### config.mk
export PLATFORM = sky130hd
export DESIGN_NAME = pe_driver
export DESIGN_NICKNAME = d
export VERILOG_FILES = /design/src/rtl/pe_pkg.sv /design/src/rtl/pe_watchdog.sv /design/src/rtl/pe_driver.sv
export SDC_FILE = /design/constraint.sdc
export NUM_CORES = 1
export LEC_CHECK = 0
export BUFFER_PORTS_ARGS = -buffer_cell sky130_fd_sc_hd__buf_4
export CAP_MARGIN = 30
export CORE_MARGIN = 5
export CORE_UTILIZATION = 50
export CTS_CLUSTER_DIAMETER = 120
export DETAILED_ROUTE_END_ITERATION = 10
export PLACE_DENSITY = 0.84
export SYNTH_ARGS = -nofsm -noshare
export SYNTH_HDL_FRONTEND = slang
export SYNTH_SLANG_ARGS = --single-unit
### constraint.sdc
create_clock -name CLK -period 2.9 [get_ports CLK]
set_input_delay 0.58 -clock CLK [delete_from_list [all_inputs] [get_ports CLK]]
set_output_delay 0.58 -clock CLK [all_outputs]
set_load 0.005 [all_outputs]
### src/rtl/pe_pkg.sv
// pe_pkg: definitions shared by the PE driver, its watchdog and the PE itself.
// Holds the driver state encoding and the default operand/product/accumulator
// widths, so the driver and the PE agree on them without repeating literals.
package pe_pkg;

    localparam int PE_PRECISION        = 8;
    localparam int PE_OUTPUT_PRECISION = 32;
    localparam int PE_ACC_WIDTH        = 40;

    typedef enum logic [2:0] {
        IDLE  = 3'd0,
        ISSUE = 3'd1,
        WAIT  = 3'd2,
        ACK   = 3'd3,
        POST  = 3'd4,
        DRAIN = 3'd5,
        EMIT  = 3'd6
    } state_e;

endpackage

### src/rtl/pe_watchdog.sv
// pe_watchdog: loadable down-counter that bounds how long the driver waits
// for a PE result.
// Ports:
//   clk_i      clock, posedge
//   rst_ni     synchronous active-low reset
//   load_i     load TIMEOUT_CYCLES-1 (highest priority)
//   clear_i    force the count to zero
//   en_i       count down by one; the count stops at zero
//   expired_o  count is zero
// After a load, expired_o rises on the TIMEOUT_CYCLES-th enabled cycle.
module pe_watchdog #(
    parameter int TIMEOUT_CYCLES = 64
) (
    input  logic clk_i,
    input  logic rst_ni,
    input  logic load_i,
    input  logic clear_i,
    input  logic en_i,
    output logic expired_o
);

    localparam int W = (TIMEOUT_CYCLES > 1) ? $clog2(TIMEOUT_CYCLES) : 1;

    logic [W-1:0] cnt_q, cnt_d;

    always_comb begin
        cnt_d = cnt_q;
        if (load_i) begin
            cnt_d = W'(TIMEOUT_CYCLES - 1);
        end else if (clear_i) begin
            cnt_d = '0;
        end else if (en_i && (cnt_q != '0)) begin
            cnt_d = cnt_q - W'(1);
        end
    end

    always_ff @(posedge clk_i) begin
        if (!rst_ni) begin
            cnt_q <= '0;
        end else begin
            cnt_q <= cnt_d;
        end
    end

    assign expired_o = (cnt_q == '0);

endmodule

### src/rtl/pe_driver.sv
// pe_driver: issues operand pairs to a single multiply PE, collects the
// products, accumulates them into a dot product and emits the sum when the
// element flagged last completes.
// Ports:
//   CLK, reset_n                     clock / synchronous active-low reset
//   op_a, op_b, op_last, op_valid    operand stream in
//   op_ready                         operand pair accepted this cycle
//   res_data, res_count, res_valid   dot-product result out (held until res_ready)
//   res_ready                        consumer accepts the result
//   pe_a_in, pe_b_in                 operands to the PE
//   pe_start_multiply, pe_ack        one-cycle pulses to the PE
//   pe_s_out, pe_ready               PE product and result-available level
//   err_timeout                      sticky: a PE operation timed out
//   busy                             driver not in IDLE
module pe_driver
    import pe_pkg::*;
#(
    parameter int PRECISION        = PE_PRECISION,
    parameter int OUTPUT_PRECISION = PE_OUTPUT_PRECISION,
    parameter int ACC_WIDTH        = PE_ACC_WIDTH,
    parameter int COUNT_WIDTH      = 16,
    parameter int TIMEOUT_CYCLES   = 64
) (
    input  logic                        CLK,
    input  logic                        reset_n,
    input  logic [PRECISION-1:0]        op_a,
    input  logic [PRECISION-1:0]        op_b,
    input  logic                        op_last,
    input  logic                        op_valid,
    output logic                        op_ready,
    output logic [ACC_WIDTH-1:0]        res_data,
    output logic [COUNT_WIDTH-1:0]      res_count,
    output logic                        res_valid,
    input  logic                        res_ready,
    output logic [PRECISION-1:0]        pe_a_in,
    output logic [PRECISION-1:0]        pe_b_in,
    output logic                        pe_start_multiply,
    input  logic [OUTPUT_PRECISION-1:0] pe_s_out,
    input  logic                        pe_ready,
    output logic                        pe_ack,
    output logic                        err_timeout,
    output logic                        busy
);

    state_e                   state_q, state_d;
    logic                     up_q;
    logic [PRECISION-1:0]     pe_a_q, pe_a_d, pe_b_q, pe_b_d;
    logic                     last_q, last_d;
    logic [ACC_WIDTH-1:0]     acc_q, acc_d;
    logic [COUNT_WIDTH-1:0]   cnt_q, cnt_d;
    logic                     err_q, err_d;
    logic                     start_q, start_d, ack_q, ack_d;
    logic                     res_valid_q, res_valid_d, busy_q, busy_d;
    logic [ACC_WIDTH-1:0]     res_data_q, res_data_d;
    logic [COUNT_WIDTH-1:0]   res_count_q, res_count_d;
    logic                     wd_load, wd_clear, wd_en, wd_expired;

    pe_watchdog #(
        .TIMEOUT_CYCLES(TIMEOUT_CYCLES)
    ) u_watchdog (
        .clk_i    (CLK),
        .rst_ni   (reset_n),
        .load_i   (wd_load),
        .clear_i  (wd_clear),
        .en_i     (wd_en),
        .expired_o(wd_expired)
    );

    // up_q keeps op_ready low while reset is applied and in the first cycle
    // after release; a stale pe_ready always wins over a new operand.
    assign op_ready = up_q && (state_q == IDLE) && !pe_ready;

    // State register
    always_ff @(posedge CLK) begin
        if (!reset_n) begin
            state_q <= IDLE;
        end else begin
            state_q <= state_d;
        end
    end

    // Next-state logic
    always_comb begin
        state_d = state_q;
        case (state_q)
            IDLE: begin
                if (pe_ready) begin
                    state_d = DRAIN;
                end else if (op_valid && op_ready) begin
                    state_d = ISSUE;
                end
            end
            ISSUE: state_d = WAIT;
            WAIT: begin
                if (pe_ready) begin
                    state_d = ACK;
                end else if (wd_expired) begin
                    state_d = POST;
                end
            end
            ACK:   state_d = POST;
            POST:  state_d = last_q ? EMIT : IDLE;
            DRAIN: state_d = IDLE;
            EMIT: begin
                if (res_ready) begin
                    state_d = IDLE;
                end
            end
            default: state_d = IDLE;
        endcase
    end

    // Output and datapath next values; every output is a decode of state_d
    // so it is registered and lines up with the state it belongs to.
    always_comb begin
        pe_a_d   = pe_a_q;
        pe_b_d   = pe_b_q;
        last_d   = last_q;
        acc_d    = acc_q;
        cnt_d    = cnt_q;
        err_d    = err_q;
        wd_load  = 1'b0;
        wd_clear = 1'b0;
        wd_en    = 1'b0;
        case (state_q)
            IDLE: begin
                wd_clear = 1'b1;
                if (!pe_ready && op_valid && op_ready) begin
                    pe_a_d = op_a;
                    pe_b_d = op_b;
                    last_d = op_last;
                end
            end
            ISSUE: wd_load = 1'b1;
            WAIT: begin
                if (pe_ready) begin
                    acc_d = acc_q + ACC_WIDTH'(pe_s_out);
                    cnt_d = cnt_q + COUNT_WIDTH'(1);
                end else if (wd_expired) begin
                    // Abandoned element still counts, contributing zero.
                    err_d = 1'b1;
                    cnt_d = cnt_q + COUNT_WIDTH'(1);
                end else begin
                    wd_en = 1'b1;
                end
            end
            EMIT: begin
                if (res_ready) begin
                    acc_d = '0;
                    cnt_d = '0;
                end
            end
            default: ;
        endcase
        start_d     = (state_d == ISSUE);
        ack_d       = (state_d == ACK) || (state_d == DRAIN);
        res_valid_d = (state_d == EMIT);
        res_data_d  = res_valid_d ? acc_d : '0;
        res_count_d = res_valid_d ? cnt_d : '0;
        busy_d      = (state_d != IDLE);
    end

    always_ff @(posedge CLK) begin
        if (!reset_n) begin
            up_q        <= 1'b0;
            pe_a_q      <= '0;
            pe_b_q      <= '0;
            last_q      <= 1'b0;
            acc_q       <= '0;
            cnt_q       <= '0;
            err_q       <= 1'b0;
            start_q     <= 1'b0;
            ack_q       <= 1'b0;
            res_valid_q <= 1'b0;
            res_data_q  <= '0;
            res_count_q <= '0;
            busy_q      <= 1'b0;
        end else begin
            up_q        <= 1'b1;
            pe_a_q      <= pe_a_d;
            pe_b_q      <= pe_b_d;
            last_q      <= last_d;
            acc_q       <= acc_d;
            cnt_q       <= cnt_d;
            err_q       <= err_d;
            start_q     <= start_d;
            ack_q       <= ack_d;
            res_valid_q <= res_valid_d;
            res_data_q  <= res_data_d;
            res_count_q <= res_count_d;
            busy_q      <= busy_d;
        end
    end

    assign pe_a_in           = pe_a_q;
    assign pe_b_in           = pe_b_q;
    assign pe_start_multiply = start_q;
    assign pe_ack            = ack_q;
    assign res_valid         = res_valid_q;
    assign res_data          = res_data_q;
    assign res_count         = res_count_q;
    assign err_timeout       = err_q;
    assign busy              = busy_q;

endmodule

==> summary.md <==
| Metric | Value |
|---|---|
| DRT antenna net count | `0` |
| H-tree levels | `4` |
| Hold Worst Slack | `0.398 ns` |
| Final min period | `2.62 ns` |
| Startpoint types | `register` |
| Placer Congestion | `0.919` |
| Setup TNS | `0 ns` |
| Number of global-route vias before repair | `6,387` |
| Area delta synth->final | `28.1%` |
| Synth Cell Area | `7020 um^2` |
| Number of remaining DRC errors | `0` |
| N_diodes | `0` |
| RR Endpoint | `acc_q[36]` |
| Bufs and invs on worst path | `0` |
| Clk pin slew, worst setup/hold paths | `0.06 ns` |
| Clk sink count | `144` |
| Syn Nets | `917` |
| Yosys cell types | `80` |
| Clock root buffer | `clkbuf_16` |
| Final HPWL DP | `13,000 um` |
| IO Pins | `132` |
| Max-slew headroom | `41.2%` |
| Gr usage total | `21.8%` |
| Drt initial violations | `571` |
| Endpoints failing hold | `0` |
| CP max stage delay | `0.40 ns` |
| Clock skew | `0.0102 ns` |
| Largest net degree at the start of global routing | `36` |
| Sequential area share after synthesis | `41.1%` |
| Top-area cell type share of the netlist area | `41.1%` |
| Hold EP | `pe_a_in[7]` |
| Largest area contributor in the netlist | `dfxtp_1` |
| Critical Path AT | `2.93 ns` |
| Period utilization | `90.4%` |
| P_leak | `3.77 nW` |
| Inserted Clock Buffers | `17` |
| Placed inst area | `8350 um^2` |
| Cells after synthesis | `828` |
| Drt total wl | `18,100 um` |
| Register bit count reported by yosys | `144` |
| CP endpoint kind | `register` |
| Post-synth EDFFs | `0` |
| Cell type of the slowest stage on the worst timing path | `fa_1` |
| Wire per inst | `15.4 um` |
| Setup bufs post-CTS | `0` |
| Total Die Area | `16,500 um^2` |
| # placed instances | `1,145` |
| Util after Layout | `65.0%` |
| Met1 Use GR | `29.0%` |
| GR peak layer | `met2` |
| Status | `finished, final reports clean` |
| RSZ-0062 raised after global routing | `no` |
| Gr ovfl total | `0` |
| Finish-stage setup viols | `0` |
| Crit-path max FO | `5` |
| Avg Cell Area, Syn | `8.47 um^2` |
| Port Buffers | `131` |
| Most used DFF post-synth | `dfxtp_1` |
| Share of cells above drive strength 1 | `24.8%` |
| Max clock buf depth | `2` |
| Power after layout | `4.99 mW` |
| Met2 usage | `33.4%` |
| Cell Pwr Density | `555 nW/um^2` |
| Hold Path Class | `primary input to register` |
| Slew Viols, Final | `0` |
| First-pass detailed-route iteration total | `5` |
| WHS Path Cells | `3` |
| Fin area | `8980 um^2` |
| Core Rows | `43` |
| Worst-path cell chain | `ha_1 > fa_1 > a211o_2 > a21bo_4 > a211oi_2 > nor4_2 > o21ai_2 > a21oi_2 > mux2i_1 > a311o_1` |
| Via Count | `6,633` |
| FILL cells | `1,176` |
| Latest clock arrival within the worst-skew pair | `0.43 ns` |
| YS warnings | `0` |
| RR Startpoint | `acc_q[0]` |
| Die Width | `128 um` |
| Peak Freq | `0.382 GHz` |
| Initial core utilization | `50.7%` |
| Hold path start | `op_a[7]` |
| Worst Reg2Reg Path Length in Cells | `10` |
| Max cap viols | `0` |
| Met3 Track Usage GR | `5.69%` |
| Worst Tran Pin Value | `0.882 ns` |
| Antenna violations before repair | `0` |
| Setup Crit Path Kind | `register to register` |
| Post-synth ARST share | `0%` |
| First-pass GRT wire length | `29,500 um` |
| Worst R2R Setup Slack | `0.28 ns` |
| Dominant cell by count in the synthesized netlist | `dfxtp_1` |
| Synth cell count leaders | `144 x dfxtp_1, 114 x nor2_1, 99 x nand2_1, 75 x a21oi_1, 34 x ha_1` |
| Top cells by area, synth | `dfxtp_1 41%, nor2_1 6.1%, ha_1 6.1%` |
| Core ar. | `13,800 um^2` |
| DIE HEIGHT | `128 um` |
| Peak VDD IR | `408 uV` |
| Worst path required time | `3.21 ns` |
| Drt via density | `5.64` |
| Hold buffers post-CTS | `0` |
| Worst path top cell family by delay | `compound AO/OA/AOI/OAI gates` |
| Final instance count without filler cells | `1,177` |
| Layout net count | `1,073` |
| Placement Setup Slack | `-0.111 ns` |
| CTS tree | `yes` |
| CP startpoint | `acc_q[0]` |
| Gates resized, CTS repair | `0` |
| PnR worst setup slack | `0.279 ns` |
==> worst min-delay path, cell delays in order <==
cell and delay [ns]:
buf_4 0.11, nand2_1 0.04, a21oi_1 0.05
==> layout by cell type (no fill, tap or decap), types with 13 or more instances in the layout <==
cell type,synthesis,routed
a21o_1,14,14
a21oi_1,75,75
a22oi_1,19,19
and2_1,20,20
buf_4,1,175
clkbuf_16,0,17
dfxtp_1,144,144
ha_1,34,34
inv_1,16,16
nand2_1,99,99
nand3_1,21,21
nand4_1,13,13
nor2_1,114,114
nor3_1,14,14
o21ai_0,29,29
xnor2_1,16,16
==> report_power, final <==
group          total, mW  internal, mW  switching [mW]
sequential          2.05          2.02          0.0291
combinational      0.604         0.254           0.350
clock               2.33          1.49           0.848
==> kinds of logic (layout without fill, tap and decap cells) <==
logic type	count (synthesis)	after routing	share of synthesized area (%)
xor gates and xnor gates	24	24	3.00
AOI/OAI and AO/OA	228	228	21.9
and+or+nand+nor	336	336	22.8
DFF	144	144	41.1
adders and majority gates	35	35	6.35
buffers and inverters	55	224	3.91
muxes	6	6	0.927
==> state kept, by name, summed over array words and instances, names as in the netlist, 3 cells and up <==
signal and flops:
cnt_q 16, state_q 3, res_data 40, pe_b_in 8
res_count 16, u_watchdog.cnt_q 6, pe_a_in 8, acc_q 40
==> per-layer routing <==
| layer | share of wire (%) | vias up | wire [um] |
|---|---|---|---|
| li1 | - | 3279 | - |
| met1 | 45 | 3064 | 8170 |
| met2 | 45 | 255 | 8100 |
| met3 | 7.8 | 35 | 1410 |
| met4 | 2.3 | 0 | 412 |
| met5 | 0 | - | 0 |
==> how the worst max path moves through the flow <==
stage / cells past startpoint / endpoint
after floorplan: 10 / acc_q[36]
after global routing: 10 / acc_q[28]
final: 10 / acc_q[36]
after detailed placement: 11 / acc_q[36]
after CTS: 10 / acc_q[36]
after global placement: 11 / acc_q[36]
==> final cells by class <==
class / instances / area (um^2) / share of cell area (%)
Clock buffer: 19 / 453 / 5.04
Tap cell: 180 / 225 / 2.51
Timing Repair Buffer: 175 / 1310 / 14.6
Clock inverter: 13 / 184 / 2.05
Multi-Input combinational cell: 629 / 3860 / 43.0
Inverter: 17 / 63.8 / 0.710
Sequential cell: 144 / 2880 / 32.1
Power figures use the tool's default switching activity.
